### src/rtl/dense_reader.sv
// Streaming read front-end: walks a RAM address range and presents bytes on a valid/ready stream.
// Optional strided addressing is enabled with `define DENSE_READER_STRIDE_EN.
module dense_reader #(
  parameter int BUF_DEPTH = 2
) (
  input  logic        clock,
  input  logic        reset_n,
  input  logic        start,
  input  logic [15:0] base_addr,
  input  logic [16:0] len,
`ifdef DENSE_READER_STRIDE_EN
  input  logic [15:0] stride,
`endif
  output logic [15:0] ram_address,
  output logic        ram_wren,
  input  logic [7:0]  ram_q,
  output logic [7:0]  out_data,
  output logic        out_valid,
  input  logic        out_ready,
  output logic        out_last,
  output logic        busy,
  output logic        done
);

  typedef enum logic [1:0] {S_IDLE, S_RUN, S_DRAIN, S_FIN} state_t;

  localparam logic [2:0] DEPTH = 3'(BUF_DEPTH);

  state_t      state_reg, state_next;
  logic [15:0] addr_reg;
  logic [16:0] len_reg;
  logic [16:0] issued_reg;
  logic [16:0] delivered_reg;
  logic        inflight_reg;
  logic        rd_ptr_reg;
  logic        wr_ptr_reg;
  logic [1:0]  count_reg;
  logic [15:0] step;
  logic        accept;
  logic        issue;
  logic        pop;
  logic [2:0]  occupancy;

`ifdef DENSE_READER_STRIDE_EN
  logic [15:0] step_reg;
  always_ff @(posedge clock or negedge reset_n) begin
    if (!reset_n)
      step_reg <= 16'd0;
    else if (accept)
      step_reg <= stride;
  end
  assign step = step_reg;
`else
  assign step = 16'd1;
`endif

  // Two skid entries; a read returning from the RAM lands in the slot wr_ptr_reg points at.
  genvar gi;
  generate
    for (gi = 0; gi < 2; gi++) begin : g_entry
      logic [7:0] entry_reg;
      always_ff @(posedge clock or negedge reset_n) begin
        if (!reset_n)
          entry_reg <= 8'd0;
        else if (inflight_reg && (wr_ptr_reg == 1'(gi)))
          entry_reg <= ram_q;
      end
    end
  endgenerate

  assign ram_address = addr_reg;
  assign ram_wren    = 1'b0;
  assign out_data    = rd_ptr_reg ? g_entry[1].entry_reg : g_entry[0].entry_reg;
  assign out_valid   = (count_reg != 2'd0);
  assign out_last    = out_valid && (delivered_reg == (len_reg - 17'd1));
  assign busy        = (state_reg != S_IDLE);
  assign done        = (state_reg == S_FIN);

  // A pop this cycle frees a slot, so issue stays combinational on out_ready.
  always_comb begin
    accept    = (state_reg == S_IDLE) && start;
    pop       = out_valid && out_ready;
    occupancy = {1'b0, count_reg} + {2'b00, inflight_reg};
    issue     = (state_reg == S_RUN) && (issued_reg < len_reg) &&
                (occupancy < (DEPTH + {2'b00, pop}));
  end

  always_comb begin
    state_next = state_reg;
    case (state_reg)
      S_IDLE:  if (start) state_next = (len == 17'd0) ? S_FIN : S_RUN;
      S_RUN:   if (issue && ((issued_reg + 17'd1) == len_reg)) state_next = S_DRAIN;
      S_DRAIN: if (pop && out_last) state_next = S_FIN;
      S_FIN:   state_next = S_IDLE;
      default: state_next = S_IDLE;
    endcase
  end

  always_ff @(posedge clock or negedge reset_n) begin
    if (!reset_n) begin
      state_reg     <= S_IDLE;
      addr_reg      <= 16'd0;
      len_reg       <= 17'd0;
      issued_reg    <= 17'd0;
      delivered_reg <= 17'd0;
      inflight_reg  <= 1'b0;
      rd_ptr_reg    <= 1'b0;
      wr_ptr_reg    <= 1'b0;
      count_reg     <= 2'd0;
    end else begin
      state_reg    <= state_next;
      inflight_reg <= issue;
      if (accept) begin
        addr_reg      <= base_addr;
        len_reg       <= len;
        issued_reg    <= 17'd0;
        delivered_reg <= 17'd0;
      end else begin
        if (issue) begin
          addr_reg   <= addr_reg + step;
          issued_reg <= issued_reg + 17'd1;
        end
        if (pop)
          delivered_reg <= delivered_reg + 17'd1;
      end
      if (pop)
        rd_ptr_reg <= ~rd_ptr_reg;
      if (inflight_reg)
        wr_ptr_reg <= ~wr_ptr_reg;
      count_reg <= count_reg + {1'b0, inflight_reg} - {1'b0, pop};
    end
  end

endmodule

### config.mk
export PLATFORM = sky130hd
export DESIGN_NAME = dense_reader
export DESIGN_NICKNAME = d
export VERILOG_FILES = /design/src/rtl/dense_reader.sv
export SDC_FILE = /design/constraint.sdc
export NUM_CORES = 1
export LEC_CHECK = 0
export CAP_MARGIN = 10
export CORE_MARGIN = 4
export CORE_UTILIZATION = 49
export CTS_CLUSTER_DIAMETER = 30
export DETAILED_ROUTE_END_ITERATION = 10
export PLACE_DENSITY = 0.72
export SYNTH_ARGS = -nofsm -noshare
export SYNTH_HDL_FRONTEND = slang
export SYNTH_SLANG_ARGS = --single-unit
### constraint.sdc
create_clock -name clock -period 6.2 [get_ports clock]
set_clock_uncertainty 0.2 [all_clocks]
set_input_delay 1.24 -clock clock [delete_from_list [all_inputs] [get_ports clock]]
set_output_delay 1.24 -clock clock [all_outputs]
set_load 0.05 [all_outputs]
==> results.yml, run 1 <==
finish:
  n_antenna_cell: 0
  final_nets: 769
  fill_cells: 1015
  drive_above_1_share_pct: 8.17
  syn2layout_area_growth_pct: 18.3
pwr:
  peakVddDrop_uv: 395
  leakagePower_nw: 2.91
  power_mw: 3.36
  cellPowerDensity_nw_per_um2: 482
synth:
  syn_avg_cell_area_um2: 9.05
  ys_seq_area_share_pct: 38.3
  synth_edf_count: 0
  synth_nets: 725
  synth_flop_cell: "dfrtp_1"
  syn_area_um2: 5890
  ys_async_sr_fraction_pct: 100
  synth_warnings: 0
  synth-seq-cells: 90
  synth_cells: 650
  synth_cell_types: 68
status:
  outcome: "finished clean"
job:
  cap_violations: 0
die:
  num_rows: 39
  die_y_um: 118
  initial_core_util_pct: 50.9
  coreArea_um2: 11600
  die_width_um: 118
  io_pins: 74
  die_area_um2: 13800
place:
  io_buffers: 72
  hpwl_um: 10800
  routabilityCongestion: 0.883
timing:
  period_minus_slack_ns: 5.62
  final_max_slew_viol_count: 0
  hold_ws_ns: 0.304
  final-hold-violation-count: 0
  setup_viol: 0
  timing.final.crit_share_pct: 90.6
  setup_tns_ns: 0
  relSlewSlack_pct: 47.0
  worst_pin_slew_ns: 0.794
  max_freq_ghz: 0.178
  rsz0062_at_grt: "false"
routing:
  drc_errors: 0
  routedWlPerCell_um: 17.4
  post_drt_via_cell_ratio: 5.83
  wl_um: 14600
  antenna_left: 0
  drt_iter0_drc: 359
  vias: 4902
  first_pass_iters: 5
clocking:
  cts.htree.levels: 3
  clk_latency_ns: 0.35
  cts_resized: 0
  cts_setup_buffers: 0
  clock_path_buffers: 2
  holdBufCountCts: 0
  cts_tree: "yes"
  cts-root-buf: "clkbuf_16"
  clkTransAtPathRegs_ns: 0.07
  cts_buffers: 9
  clock-sinks: 90
grt:
  grt_antenna_before_repair: 0
  grt_overflow: 0
  gr-usage-all-layers_pct: 21.4
  grt_start_max_net_pins: 60
  grt_pass1_wl_um: 24100
  grt_pass1_vias: 4729
worst_setup_path:
  end_kind: "output port"
  arrival_ns: 4.18
  worstSetupPathType: "register to output port"
  slowest_stage: "clkdlybuf4s50_1"
  path_cells: "inv_1, ha_1, or3b_1, or4_1, or4b_1, a31oi_1, o2111a_2, clkdlybuf4s50_1"
  cp.required_ns: 4.76
  cp_max_fo: 9
  startpoint_type: "register"
  cpPeakStageDelay_ns: 0.82
min_path:
  hp-class: "register to register"
[area by class of cell]
type | count | area [um2] | share of cell area, %
sequential | 90 | 2250 | 32.4
clock buffer | 9 | 225 | 3.24
inverter | 27 | 111 | 1.60
tap | 143 | 179 | 2.57
clock inverter | 6 | 115 | 1.65
timing repair buffer | 74 | 733 | 10.5
multi-input combinational | 492 | 3340 | 48.0
[per-stage QoR]
stage	util, %	std cells	worst slack, ns	instance area, um2
6_report	60.2	841	0.584	6960
3_3_place_gp	57.2	826	1.05	6620
4_1_cts	60.2	841	0.588	6960
3_5_place_dp	57.2	826	0.987	6620
5_1_grt	60.2	841	0.415	6960
2_1_floorplan	-	650	1.91	5890
[path summary, 6_finish.rpt]
kind | start | endpoint | slack [ns] | depth (start not counted)
setup reg to reg | len_reg[0] | state_reg[1] | 2.29 | 10
setup / recovery | len_reg[0] | out_last | 0.58 | 8
min in group asynchronous | reset_n | delivered_reg[8] | 0.62 | 1
hold reg to reg | g_entry[1].entry_reg[3] | g_entry[1].entry_reg[3] | 0.30 | 1
hold / removal | g_entry[1].entry_reg[3] | g_entry[1].entry_reg[3] | 0.30 | 1
max in group asynchronous | reset_n | issued_reg[7] | 4.07 | 2
[cell usage after synthesis (3+ instances only)]
master | n | area share [%]
and3_1 | 13 | 1.4
nor2_1 | 56 | 3.6
and2_1 | 3 | 0.32
nand3_1 | 18 | 1.5
nand4_1 | 21 | 2.2
buf_2 | 5 | 0.43
buf_4 | 3 | 0.38
nor4_1 | 9 | 0.96
o22ai_1 | 3 | 0.32
o21ai_0 | 27 | 2.3
and4_1 | 6 | 0.89
mux2_2 | 25 | 4.8
o31ai_1 | 7 | 0.89
or2_2 | 3 | 0.32
mux2i_1 | 5 | 0.85
clkbuf_1 | 31 | 2.0
nor2b_1 | 6 | 0.64
nor3_1 | 16 | 1.4
xor2_1 | 40 | 6.0
nand2_1 | 66 | 4.2
a21oi_1 | 14 | 1.2
or4_1 | 9 | 1.1
o21ai_1 | 18 | 1.5
xnor2_1 | 39 | 5.8
ha_1 | 30 | 6.4
dfrtp_1 | 90 | 38
inv_1 | 24 | 1.5
or3_1 | 9 | 0.96
a31oi_1 | 3 | 0.32
[power breakdown]
part / leakage, nW / internal (mW) / total (mW) / switching, mW
clock: 0.162 / 0.394 / 0.628 / 0.235
combinational: 1.60 / 0.668 / 1.67 / 1.00
sequential: 1.15 / 0.789 / 1.06 / 0.271
total: 2.91 / 1.85 / 3.36 / 1.51
[cell usage in the layout, fill, tap and decap left out, drive strengths merged, types with 10 or more instances in the layout]
| master | count |
|---|---|
| o21ai | 45 |
| nor3 | 16 |
| dfrtp | 90 |
| nand3 | 18 |
| clkdlybuf4s50 | 71 |
| ha | 30 |
| or4 | 10 |
| xnor2 | 39 |
| inv | 28 |
| and3 | 13 |
| nor4 | 10 |
| nor2 | 56 |
| nand2 | 67 |
| nand4 | 21 |
| a21oi | 14 |
| xor2 | 40 |
| mux2 | 26 |
[worst max-delay path, delay by kind of cell, from the launching register on]
kind,cells,cell delay [ns]
DFF,1,0.47
adders and majority gates,1,0.35
AOI/OAI and AO/OA,2,0.45
and+or+nand+nor,3,1.60
buffers and inverters,2,0.95
[layer usage]
metal	share of wire [%]	vias to the layer above	global-route usage, %
li1	-	2370	-
met1	45	2352	28.7
met2	47	158	34.7
met3	5.9	22	4.32
met4	2.1	0	7.55
met5	0	-	0
[cells by family after synthesis]
kind of cell,synth area share [%]
muxes,5.82
AOI/OAI and AO/OA,10.9
other,0.0637
DFF,38.3
adders and majority gates,6.38
buffers and inverters,4.93
and+or+nand+nor,21.9
xor gates and xnor gates,11.8
No activity file was read; power rests on OpenSTA's default activity.
==> inputs of run 2 (changes only) <==
==> constraint.sdc (replaced) <==
create_clock -name clock -period 5.3 [get_ports clock]
set_clock_uncertainty 0.2 [all_clocks]
set_input_delay 1.06 -clock clock [delete_from_list [all_inputs] [get_ports clock]]
set_output_delay 1.06 -clock clock [all_outputs]
set_load 0.05 [all_outputs]
==> results.yml, run 2 (synthesis gave the netlist of run 1 again) <==
status:
  outcome: "finished clean"
grt:
  grt_overflow: 0
  grt_antenna_before_repair: 0
  grt_pass1_vias: 4934
  grt_start_max_net_pins: 73
  gr-usage-all-layers_pct: 22.4
  grt_pass1_wl_um: 25100
clocking:
  cts_resized: 0
  clkTransAtPathRegs_ns: 0.07
  clock-sinks: 90
  cts_tree: "yes"
  cts-root-buf: "clkbuf_16"
  cts_setup_buffers: 0
  cts.htree.levels: 3
  clock_path_buffers: 2
  clk_latency_ns: 0.35
  cts_buffers: 9
  holdBufCountCts: 0
min_path:
  hp-class: "register to register"
  min_to: "wr_ptr_reg"
  min_path_cells: 1
  min_from: "wr_ptr_reg"
worst_setup_path:
  r2r_start: "len_reg[1]"
  arrival_ns: 3.54
  worstSetupPathType: "register to output port"
  end_kind: "output port"
  rrSetupSlack_ns: 1.44
  r2r_end: "state_reg[1]"
  reg2regPathDepth: 10
  cp.required_ns: 4.04
  startpoint_type: "register"
  cp_max_fo: 9
routing:
  vias: 4803
  first_pass_iters: 4
  routedWlPerCell_um: 17.5
  wl_um: 14700
  post_drt_via_cell_ratio: 5.71
  antenna_left: 0
  drc_errors: 0
  drt_iter0_drc: 306
place:
  routabilityCongestion: 0.918
  io_buffers: 72
  place_area_um2: 6620
  hpwl_um: 10900
pwr:
  leakagePower_nw: 2.88
  cellPowerDensity_nw_per_um2: 551
  peakVddDrop_uv: 403
die:
  initial_core_util_pct: 50.9
  io_pins: 74
  die_y_um: 118
  die_width_um: 118
  num_rows: 39
  coreArea_um2: 11600
  die_area_um2: 13800
timing:
  relSlewSlack_pct: 46.8
  final_max_slew_viol_count: 0
  setup_viol: 0
  max_freq_ghz: 0.208
  period_minus_slack_ns: 4.80
  final-hold-violation-count: 0
  rsz0062_at_grt: "false"
  timing.final.crit_share_pct: 90.5
  setup_tns_ns: 0
  worst_pin_slew_ns: 0.790
job:
  cap_violations: 0
finish:
  syn2layout_area_growth_pct: 17.0
  final_nets: 769
  stdcell_area_um2: 6890
  n_antenna_cell: 0
  layout_commonest_cell: "dfrtp_1"
  drive_above_1_share_pct: 8.31
  final_cell_mix: "90 x dfrtp_1, 70 x clkdlybuf4s50_1, 66 x nand2_1, 56 x nor2_1, 40 x xor2_1"
run 2: changes by cell type in the layout (fill, tap and decap cells not counted), sizes merged:
cell,change
clkdlybuf4s50,-1
clkinv,+2
clkinvlp,+1
buf,+1
bufinv,-3
run 2: area by class of cell:
class,instances,area [um2]
Clock buffer,9,225
Sequential cell,90,2250
Fill cell,1048,4680
Tap cell,143,179
Inverter,27,111
Clock inverter,6,42.5
Timing Repair Buffer,74,731
Multi-Input combinational cell,492,3340
run 2: worst max path at each step:
stage	startpoint	endpoint	slack, ns	depth (start not counted)
6_report	len_reg[1]	out_last	0.50	8
5_1_grt	len_reg[1]	out_last	0.31	8
4_1_cts	len_reg[1]	out_last	0.52	8
3_5_place_dp	len_reg[1]	out_last	0.89	8
3_3_place_gp	len_reg[0]	out_last	0.99	8
2_1_floorplan	len_reg[0]	out_last	1.19	8
run 2: worst max-delay path, cell delays in order (launching register included):
cell,delay [ns]
dfrtp_1,0.45
inv_1,0.15
ha_1,0.38
or3b_1,0.47
or4_1,0.63
or4b_1,0.49
a31oi_1,0.15
o2111a_2,0.26
buf_4,0.20
run 2: routing by layer:
layer,wire length (um),global-route usage (%),vias to the layer above
met1,6730,29.6,2297
li1,-,-,2361
met3,833,6.34,25
met4,320,6.96,0
met5,0,0,-
met2,6830,35.6,120
run 2: where the power goes:
group	leakage [nW]	total (mW)	switching [mW]	internal, mW
sequential	1.15	1.25	0.323	0.922
combinational	1.60	1.95	1.17	0.783
clock	0.128	0.597	0.281	0.316
run 2: through the flow:
step	util (%)	std cells	hold WS (ns)	power, mW	setup WS, ns
finish	59.5	841	0.298	3.79	0.502
global route	59.5	841	0.326	4.07	0.305
CTS	59.5	841	0.304	3.82	0.515
detailed placement	57.2	826	0.292	3.20	0.887
global placement	57.2	826	0.275	3.15	0.987
floorplan	-	650	0.263	2.65	1.19
